===== src/rtl/ks_adder_pipe.sv =====
// Pipelined Kogge-Stone add/subtract unit with a global-stall valid/ready handshake.
// Prefix levels are grouped PIPE_EVERY per register stage; the last stage holds sum/cout/ovf.
module ks_adder_pipe #(
  parameter int unsigned WIDTH      = 16,
  parameter int unsigned PIPE_EVERY = 1
) (
  input  logic             clk,
  input  logic             rst_n,
  input  logic             in_valid,
  output logic             in_ready,
  input  logic [WIDTH-1:0] a,
  input  logic [WIDTH-1:0] b,
  input  logic             cin,
  input  logic             sub,
  output logic             out_valid,
  input  logic             out_ready,
  output logic [WIDTH-1:0] sum,
  output logic             cout,
  output logic             ovf
);

  localparam int unsigned LEVELS = $clog2(WIDTH);
  localparam int unsigned NSTG   = (LEVELS + PIPE_EVERY - 1) / PIPE_EVERY;

  function automatic logic [WIDTH-1:0] pfx_g(input logic [WIDTH-1:0] g,
                                             input logic [WIDTH-1:0] p,
                                             input int unsigned      s);
    logic [WIDTH-1:0] r;
    r = g;
    for (int unsigned i = s; i < WIDTH; i++) r[i] = g[i] | (p[i] & g[i-s]);
    return r;
  endfunction

  function automatic logic [WIDTH-1:0] pfx_p(input logic [WIDTH-1:0] p,
                                             input int unsigned      s);
    logic [WIDTH-1:0] r;
    r = p;
    for (int unsigned i = s; i < WIDTH; i++) r[i] = p[i] & p[i-s];
    return r;
  endfunction

  logic             en;
  logic [WIDTH-1:0] b_eff, g_in, p_in, sum_d;
  logic             c0;

  // Stage j holds the prefix state after j*PIPE_EVERY levels.
  logic [WIDTH-1:0] st_g_q  [NSTG];
  logic [WIDTH-1:0] st_p_q  [NSTG];
  logic [WIDTH-1:0] st_po_q [NSTG];
  logic             st_c0_q [NSTG];
  logic             st_v_q  [NSTG];

  logic [WIDTH-1:0] lo_g [1:LEVELS];
  logic [WIDTH-1:0] lo_p [1:LEVELS];

  assign en       = out_ready | ~out_valid;
  assign in_ready = en;

  always_comb begin
    b_eff   = sub ? ~b : b;
    c0      = sub ? ~cin : cin;
    p_in    = a ^ b_eff;
    g_in    = a & b_eff;
    g_in[0] = g_in[0] | (p_in[0] & c0);
  end

  for (genvar k = 1; k <= LEVELS; k++) begin : g_lvl
    localparam int unsigned Span = 1 << (k - 1);
    logic [WIDTH-1:0] gi, pi;
    if (((k - 1) % PIPE_EVERY) == 0) begin : g_from_reg
      assign gi = st_g_q[(k-1)/PIPE_EVERY];
      assign pi = st_p_q[(k-1)/PIPE_EVERY];
    end else begin : g_from_comb
      assign gi = lo_g[k-1];
      assign pi = lo_p[k-1];
    end
    assign lo_g[k] = pfx_g(gi, pi, Span);
    assign lo_p[k] = pfx_p(pi, Span);
  end

  // Carry into bit i is the group generate of bits [i-1:0], c0 already folded in.
  always_comb begin
    sum_d    = '0;
    sum_d[0] = st_po_q[NSTG-1][0] ^ st_c0_q[NSTG-1];
    for (int unsigned i = 1; i < WIDTH; i++) sum_d[i] = st_po_q[NSTG-1][i] ^ lo_g[LEVELS][i-1];
  end

  // Data registers only load behind a valid beat so outputs stay 0 until the first result.
  always_ff @(posedge clk or negedge rst_n) begin
    if (!rst_n) begin
      for (int j = 0; j < NSTG; j++) begin
        st_v_q[j]  <= 1'b0;
        st_g_q[j]  <= '0;
        st_p_q[j]  <= '0;
        st_po_q[j] <= '0;
        st_c0_q[j] <= 1'b0;
      end
      out_valid <= 1'b0;
      sum       <= '0;
      cout      <= 1'b0;
      ovf       <= 1'b0;
    end else if (en) begin
      st_v_q[0] <= in_valid;
      if (in_valid) begin
        st_g_q[0]  <= g_in;
        st_p_q[0]  <= p_in;
        st_po_q[0] <= p_in;
        st_c0_q[0] <= c0;
      end
      for (int j = 1; j < NSTG; j++) begin
        st_v_q[j] <= st_v_q[j-1];
        if (st_v_q[j-1]) begin
          st_g_q[j]  <= lo_g[j*PIPE_EVERY];
          st_p_q[j]  <= lo_p[j*PIPE_EVERY];
          st_po_q[j] <= st_po_q[j-1];
          st_c0_q[j] <= st_c0_q[j-1];
        end
      end
      out_valid <= st_v_q[NSTG-1];
      if (st_v_q[NSTG-1]) begin
        sum  <= sum_d;
        cout <= lo_g[LEVELS][WIDTH-1];
        ovf  <= lo_g[LEVELS][WIDTH-2] ^ lo_g[LEVELS][WIDTH-1];
      end
    end
  end

endmodule

===== config.mk =====
export PLATFORM = sky130hd
export DESIGN_NAME = ks_adder_pipe
export DESIGN_NICKNAME = d
export VERILOG_FILES = /design/src/rtl/ks_adder_pipe.sv
export SDC_FILE = /design/constraint.sdc
export NUM_CORES = 1
export LEC_CHECK = 0
export ABC_AREA = 1
export CAP_MARGIN = 20
export CORE_ASPECT_RATIO = 0.7
export CORE_UTILIZATION = 40
export DETAILED_ROUTE_END_ITERATION = 8
export GPL_TIMING_DRIVEN = 0
export PLACE_DENSITY_LB_ADDON = 0.3
export SLEW_MARGIN = 20
export SYNTH_ARGS = -nofsm -noshare
export SYNTH_HDL_FRONTEND = slang
export SYNTH_SLANG_ARGS = --single-unit

===== constraint.sdc =====
create_clock -name clk -period 1.68 [get_ports clk]
set_clock_uncertainty 0.1 [all_clocks]
set_input_delay 0.336 -clock clk [delete_from_list [all_inputs] [get_ports clk]]
set_output_delay 0.336 -clock clk [all_outputs]
set_load 0.1 [all_outputs]

==> results of run 1 <==
## worst max path at each step
| stage | endpoint | slack (ns) | cells past startpoint |
|---|---|---|---|
| floorplan | sum[7]$_DFFE_PN0P_ | 0.02 | 6 |
| global placement | out_valid$_DFFE_PN0N_ | -9.11 | 1 |
| detailed placement | in_ready | -0.91 | 4 |
| CTS | in_ready | -0.08 | 2 |
| global route | in_ready | -0.06 | 2 |
| finish | in_ready | -0.02 | 2 |
## worst min-delay path, stage by stage
cell and delay (ns):
buf_2 0.26, xor2_1 0.14, nand3_1 0.06, nand2_1 0.05
## kinds of logic after synthesis
group	Yosys count
and+or+nand+nor	379
xor gates and xnor gates	26
adders and majority gates	16
DFF	189
buffers and inverters	75
AOI/OAI and AO/OA	170
## metal layers
layer | share of wire, % | routed length [um] | track usage, %
met4 | 0.99 | 188 | 5.80
met3 | 5.7 | 1090 | 4.49
met5 | 0 | 0 | 0
met2 | 41 | 7730 | 27.9
met1 | 53 | 9980 | 32.4
## power groups by stage
stage          logic [mW]  clock network [mW]  registers, mW
2_1_floorplan        3.12                   0           8.53
3_3_place_gp         5.96                   0           7.67
3_5_place_dp         6.09                   0           7.69
4_1_cts              5.97                4.24           7.61
5_1_grt              6.69                4.43           7.82
6_report             5.99                4.19           7.63
## state kept, by name, indices dropped and copies added, names as in the netlist, 4 cells and up
name,count
g_lvl.gi,64
g_lvl.pi,37
st_c0_q,4
st_po_q,61
st_v_q,4
sum,16
## through the flow
step	utilization (%)	std cells
floorplan	-	855
global placement	46.0	1175
detailed placement	46.3	1177
CTS	49.1	1210
global route	49.3	1211
finish	49.3	1211
## cell type report
cell class | count | share of cell area, %
inverter | 38 | 1.52
clock inverter | 13 | 1.75
multi-input combinational | 591 | 29.5
sequential | 189 | 50.3
timing repair buffer | 60 | 6.25
buffer | 37 | 2.49
tap | 264 | 3.51
clock buffer | 19 | 4.71
## repair_timing
item / 4_1_cts / 5_1_grt
pin swaps: 1 / 0
endpoints found under the hold margin: 97 / 0
hold buffers: 1 / 0
setup buffers: 0 / 1
endpoints found under the setup margin: 20 / 15
gates resized for setup: 106 / 12
## cells in the final DEF, fill, tap and decap left out, types with 2 or more instances in the layout
cell type	synthesis	routed
clkdlybuf4s50_1	0	35
ha_1	16	16
bufinv_16	0	3
a21oi_1	42	42
nand2_2	3	3
buf_16	0	2
clkinv_2	0	3
buf_2	19	24
clkinv_4	0	2
buf_6	5	5
clkbuf_2	3	3
nand3b_1	7	7
nand2_1	354	354
inv_1	32	32
clkbuf_4	0	12
inv_2	6	6
nand3_1	13	13
clkbuf_1	2	3
o21ai_0	109	109
clkinvlp_4	0	3
o21ai_1	19	19
clkbuf_16	0	17
buf_4	8	11
xor2_1	17	17
dfrtp_1	189	188
xnor2_1	9	9
==> summary.txt, run 1 <==
Syn. warnings -> 0
Netlist cell types -> 19
Critical path capture point type -> primary output
Final Power -> 17.8 mW
Post-synth EDFFs -> 0
Net Sw Frac -> 41.3%
Later-pin clock latency in the skew report -> 0.44 ns
Worst-path clk slew -> 0.07 ns
Max-slew violations -> 0
Area of the multi-input gates -> 0.00278 mm2
Synth Flop Type -> dfrtp_1
Reg area -> 0.00473 mm2
Leak -> 4.56 nW
First-pass DRT Iterations -> 5
Share of cells above drive strength 1 -> 10.8%
Num CTS Buffers -> 17
Top-level I/O count -> 58
WHS -> 0.353 ns
Cell Area, Synth -> 0.00787 mm2
RSZ-0062 raised after global routing -> yes
Adder-cell area share of the yosys netlist -> 2.54%
Sink Count -> 189
Total wire length -> 19,000 um
Final setup viols -> 1
# DRC -> 0
ANT cells -> 0
Mux cell area share after synthesis -> 0%
Die area -> 0.0203 mm2
Fin crit period -> 1.70 ns
Highest clock rate -> 587 MHz
Ys async rst share -> 100%
Die Ht -> 119 um
Critical Path Fanout Max -> 9
Crit-path slowest cell -> dfrtp_4
Vias -> 6,016
Reg-to-reg critical path endpoint -> st_po_q[56]$_DFFE_PN0P_
R2R setup slack -> 0.14 ns
WL/cell -> 15.7 um
Final setup TNS -> -0.0239 ns
Clock network fraction of total power -> 23.5%
Iter 0 DRT Violations -> 429
Mapped Cells -> 855
Maximum VDD drop -> 787 uV
Critical path's largest stage delay -> 0.52 ns
Hold Path Stages -> 4
CP delay by family, top -> flip-flops
Post-Synth Simple-Gate Area -> 18.9%
Synth Area in Compound Gates -> 10.8%
Hold crit path type -> input pin to register
CTS Buffer Depth -> 2
Post-synth top area share -> 60.1%
Internal -> 10.5 mW
Initial antenna violation count -> 0
Area after DPL -> 0.00884 mm2
Layout area overhead -> 19.5%
CTS tree -> built
Nets -> 988
Synth Area in XOR/XNOR -> 2.89%
HP Start -> sub
R2r startpoint -> out_valid$_DFFE_PN0N_
Top cells by count, synth -> 354 x nand2_1, 189 x dfrtp_1, 109 x o21ai_0, 42 x a21oi_1, 32 x inv_1
Violated checks -> setup timing
Pre-CTS setup slack -> -0.913 ns
Post-DRT Antenna Nets -> 0
Crit path buffers/inverters -> 1
Root Buffer -> clkbuf_16
Slew @ Worst Pin -> 0.512 ns
Core area -> 0.0191 mm2
Outcome -> complete, but fails checks
Die Span X -> 170 um
Total Routing Usage GR -> 20.6%
Number of global-route vias before repair -> 5,926
First-pass GRT wire length -> 31,600 um
Relative slew slack -> 65.9%
Placer Congestion -> 0.819
Req. time, crit path -> 1.24 ns
Pwr Density -> 1890 mW/mm2
Comb power frac -> 33.6%
Gr ovfl total -> 0
Max_cap viols -> 0
Setup crit start -> out_valid$_DFFE_PN0N_
Area contributors post-synth -> dfrtp_1 60%, nand2_1 17%, o21ai_0 6.9%
Hold worst-path end -> g_lvl[1].gi[0]$_DFFE_PN0P_
Reg2reg path depth -> 6
Synthesized area per cell -> 9.21 um2
Setup crit start kind -> register
Largest net degree at the start of global routing -> 99
Syn_nets -> 909
Worst path cell trace -> nand2_8 -> buf_12
WS Path Type -> register to primary output
Final period utilization -> 101%
Most common cell in the synthesized netlist -> nand2_1
Switching Power -> 7.35 mW
Cell row count -> 42
Synth Register Bits -> 189
Initial Util -> 41.3%
H-tree lvl count -> 4
CP arrival -> 1.27 ns
Setup ws final -> -0.0239 ns
Hpwl dp -> 14,000 um
Largest area contributor in the netlist -> dfrtp_1
Fillcell total -> 1,812
Final Hold Viols -> 0
Port buffer count -> 56
Largest family of logic cells by synthesized area -> simple AND/OR/NAND/NOR gates
Design Area, Final -> 0.00941 mm2
Register area share after synthesis -> 60.1%
Vias per Instance -> 4.97
Reg power frac -> 42.8%
(Power assumes the default switching activity.)
==> run 2, diff against run 1 <==
- DONT_BUFFER_PORTS: default -> 1
==> run 2 against run 1 <==
The run ends with hold timing, setup timing left. Wire length increased by 11%. First-iteration DRC count increased by 14%. Die area unchanged. Total power increased by 12%. Maximum frequency decreased by 7.6%. Core utilization increased by 2.4 points. Worst hold slack got worse by 0.84 ns. Clock power increased by 3%. Non-clock buffer count decreased by 42. Global-route usage increased by 1.1 points. Critical path type unchanged.
==> summary.txt, run 2 (synthesized netlist as in run 1, its figures left out) <==
Outcome -> complete, but fails checks
Max-slew violations -> 0 (unchanged)
WS Path Type -> register to primary output
Gr ovfl total -> 0 (unchanged)
Largest net degree at the start of global routing -> 190 (+92%)
GR Util met3 -> 4.15% (-0.33 points)
Share of cells above drive strength 1 -> 24.8% (+14 points)
Nets -> 947 (-4.1%)
Die area -> 0.0203 mm2 (unchanged)
GR peak layer -> met1
Post-DRT Antenna Nets -> 0 (unchanged)
Maximum VDD drop -> 780 uV (-0.83%)
Top-level I/O count -> 58 (unchanged)
Num CTS Buffers -> 17 (unchanged)
Sink Count -> 189 (unchanged)
Crit-path slowest cell -> dfrtp_4
Total Routing Usage GR -> 21.7% (+1.1 points)
WL/cell -> 18.0 um (+15%)
Final setup TNS -> -6.11 ns (-6.09 ns)
Max_cap viols -> 0 (unchanged)
Met1 usage -> 34.2% (+1.8 points)
Initial antenna violation count -> 0 (unchanged)
Final Hold Viols -> 189 (+189)
Die Span X -> 170 um (unchanged)
Hpwl dp -> 13,800 um (-1.5%)
Total wire length -> 21,100 um (+11%)
Crit path buffers/inverters -> 0 (-1)
Pre-CTS setup slack -> -0.242 ns (+0.671 ns)
Initial Util -> 41.3% (unchanged)
Iter 0 DRT Violations -> 488 (+14%)
Setup crit start -> out_valid$_DFFE_PN0N_
Global routing usage on met2 -> 30.3% (+2.4 points)
Leak -> 4.71 nW (+3.3%)
Worst-path clk slew -> 0.07 ns (about the same)
# DRC -> 0 (unchanged)
CP arrival -> 1.41 ns (+0.14 ns)
Core area -> 0.0191 mm2 (unchanged)
Violated checks -> hold timing, setup timing
Later-pin clock latency in the skew report -> 0.42 ns (-0.02 ns)
Setup ws final -> -0.164 ns (-0.141 ns)
Root Buffer -> clkbuf_16
First-pass GRT wire length -> 33,100 um (+4.9%)
First-pass DRT Iterations -> 5 (unchanged)
Critical Path Fanout Max -> 6 (-3)
Die Ht -> 119 um (unchanged)
Highest clock rate -> 542 MHz (-7.6%)
Layout area overhead -> 25.5%
CP delay by family, top -> flip-flops
Critical path's largest stage delay -> 0.66 ns (+0.14 ns)
RSZ-0062 raised after global routing -> yes
CTS tree -> built
Vias -> 5,989 (-0.45%)
Relative slew slack -> 65.8% (-0.069 points)
H-tree lvl count -> 4 (unchanged)
Vias per Instance -> 5.12 (+3.0%)
Hold crit path type -> input pin to asynchronous set/reset pin
Number of global-route vias before repair -> 5,990 (+1.1%)
Port buffer count -> 0 (-100%)
Setup crit start kind -> register
WHS -> -0.486 ns (-0.839 ns)
Final setup viols -> 126 (+125)
Slew @ Worst Pin -> 0.513 ns (+0.00103 ns)
Critical path capture point type -> primary output
Fin crit period -> 1.84 ns (+0.141 ns)
ANT cells -> 0 (unchanged)
Final period utilization -> 110% (+8.4 points)
Cell row count -> 42 (unchanged)
Worst path cell trace -> nand2_8
Flip-flop count of the largest register after layout -> 64 (unchanged)
Pwr Density -> 2010 mW/mm2 (+6.4%)
CTS Buffer Depth -> 2 (unchanged)
Commonest non-fill, non-tap cell in the layout -> nand2_1
Final Power -> 19.9 mW (+12%)
Most frequent cells in the layout -> 279 x nand2_1, 170 x dfrtp_1, 57 x o21ai_0
Req. time, crit path -> 1.24 ns (about the same)
R2r startpoint -> out_valid$_DFFE_PN0N_
Placer Congestion -> 0.827 (+0.96%)
-- run 2: cell count changes in the layout (fill, tap and decap cells not counted), sizes merged --
cell / previous run / this run
clkinv: 5 / 3
buf: 44 / 46
nand2: 359 / 360
dlygate4sd3: 1 / 0
inv: 40 / 42
clkbuf: 36 / 28
clkdlybuf4s50: 35 / 0
-- run 2: what timing repair did --
action                                  4_1_cts  5_1_grt
endpoints found under the setup margin      199      174
pin swaps                                    16       20
cloned                                        9        4
hold endpoints to repair                    189      189
resized for setup                           155      146
buffers inserted                              9        5
-- run 2: layout make-up --
cell class,instances,area (um2)
fill,1747,9200
sequential,189,4760
multi-input combinational,592,3250
clock buffer,19,453
buffer,34,380
timing repair buffer,21,375
tap,264,330
clock inverter,13,180
inverter,38,155
-- run 2: routing by layer --
metal	share of wire (%)	wire [um]	up-vias
met5	0	0	-
met4	0.60	127	0
met3	5.7	1200	10
met2	42	8930	159
met1	51	10800	2995
li1	-	-	2825
-- run 2: final timing paths --
path,slack [ns],to,cells past startpoint
max,-0.16,in_ready,1
min,-0.49,st_po_q[37]$_DFFE_PN0P_,0
max reg2reg,-0.14,g_lvl[2].pi[6]$_DFFE_PN0P_,7
min reg2reg,0.39,st_po_q[14]$_DFFE_PN0P_,2
max in group asynchronous,1.70,sum[11]$_DFFE_PN0P_,0
min in group clk,0.03,g_lvl[1].gi[0]$_DFFE_PN0P_,3
-- run 2: power breakdown --
part	switching, mW	leakage, nW	internal (mW)	total, mW
clock	1.85	0.301	2.46	4.31
combinational	3.45	1.97	2.81	6.26
sequential	3.10	2.43	6.22	9.32
-- run 2: stage by stage --
step | utilization [%] | std cells | area [um2]
after floorplan | - | 855 | 7890
after global placement | 43.1 | 1119 | 8220
after detailed placement | 43.1 | 1119 | 8220
after CTS | 49.4 | 1169 | 9430
after global routing | 51.8 | 1170 | 9880
final | 51.8 | 1170 | 9880
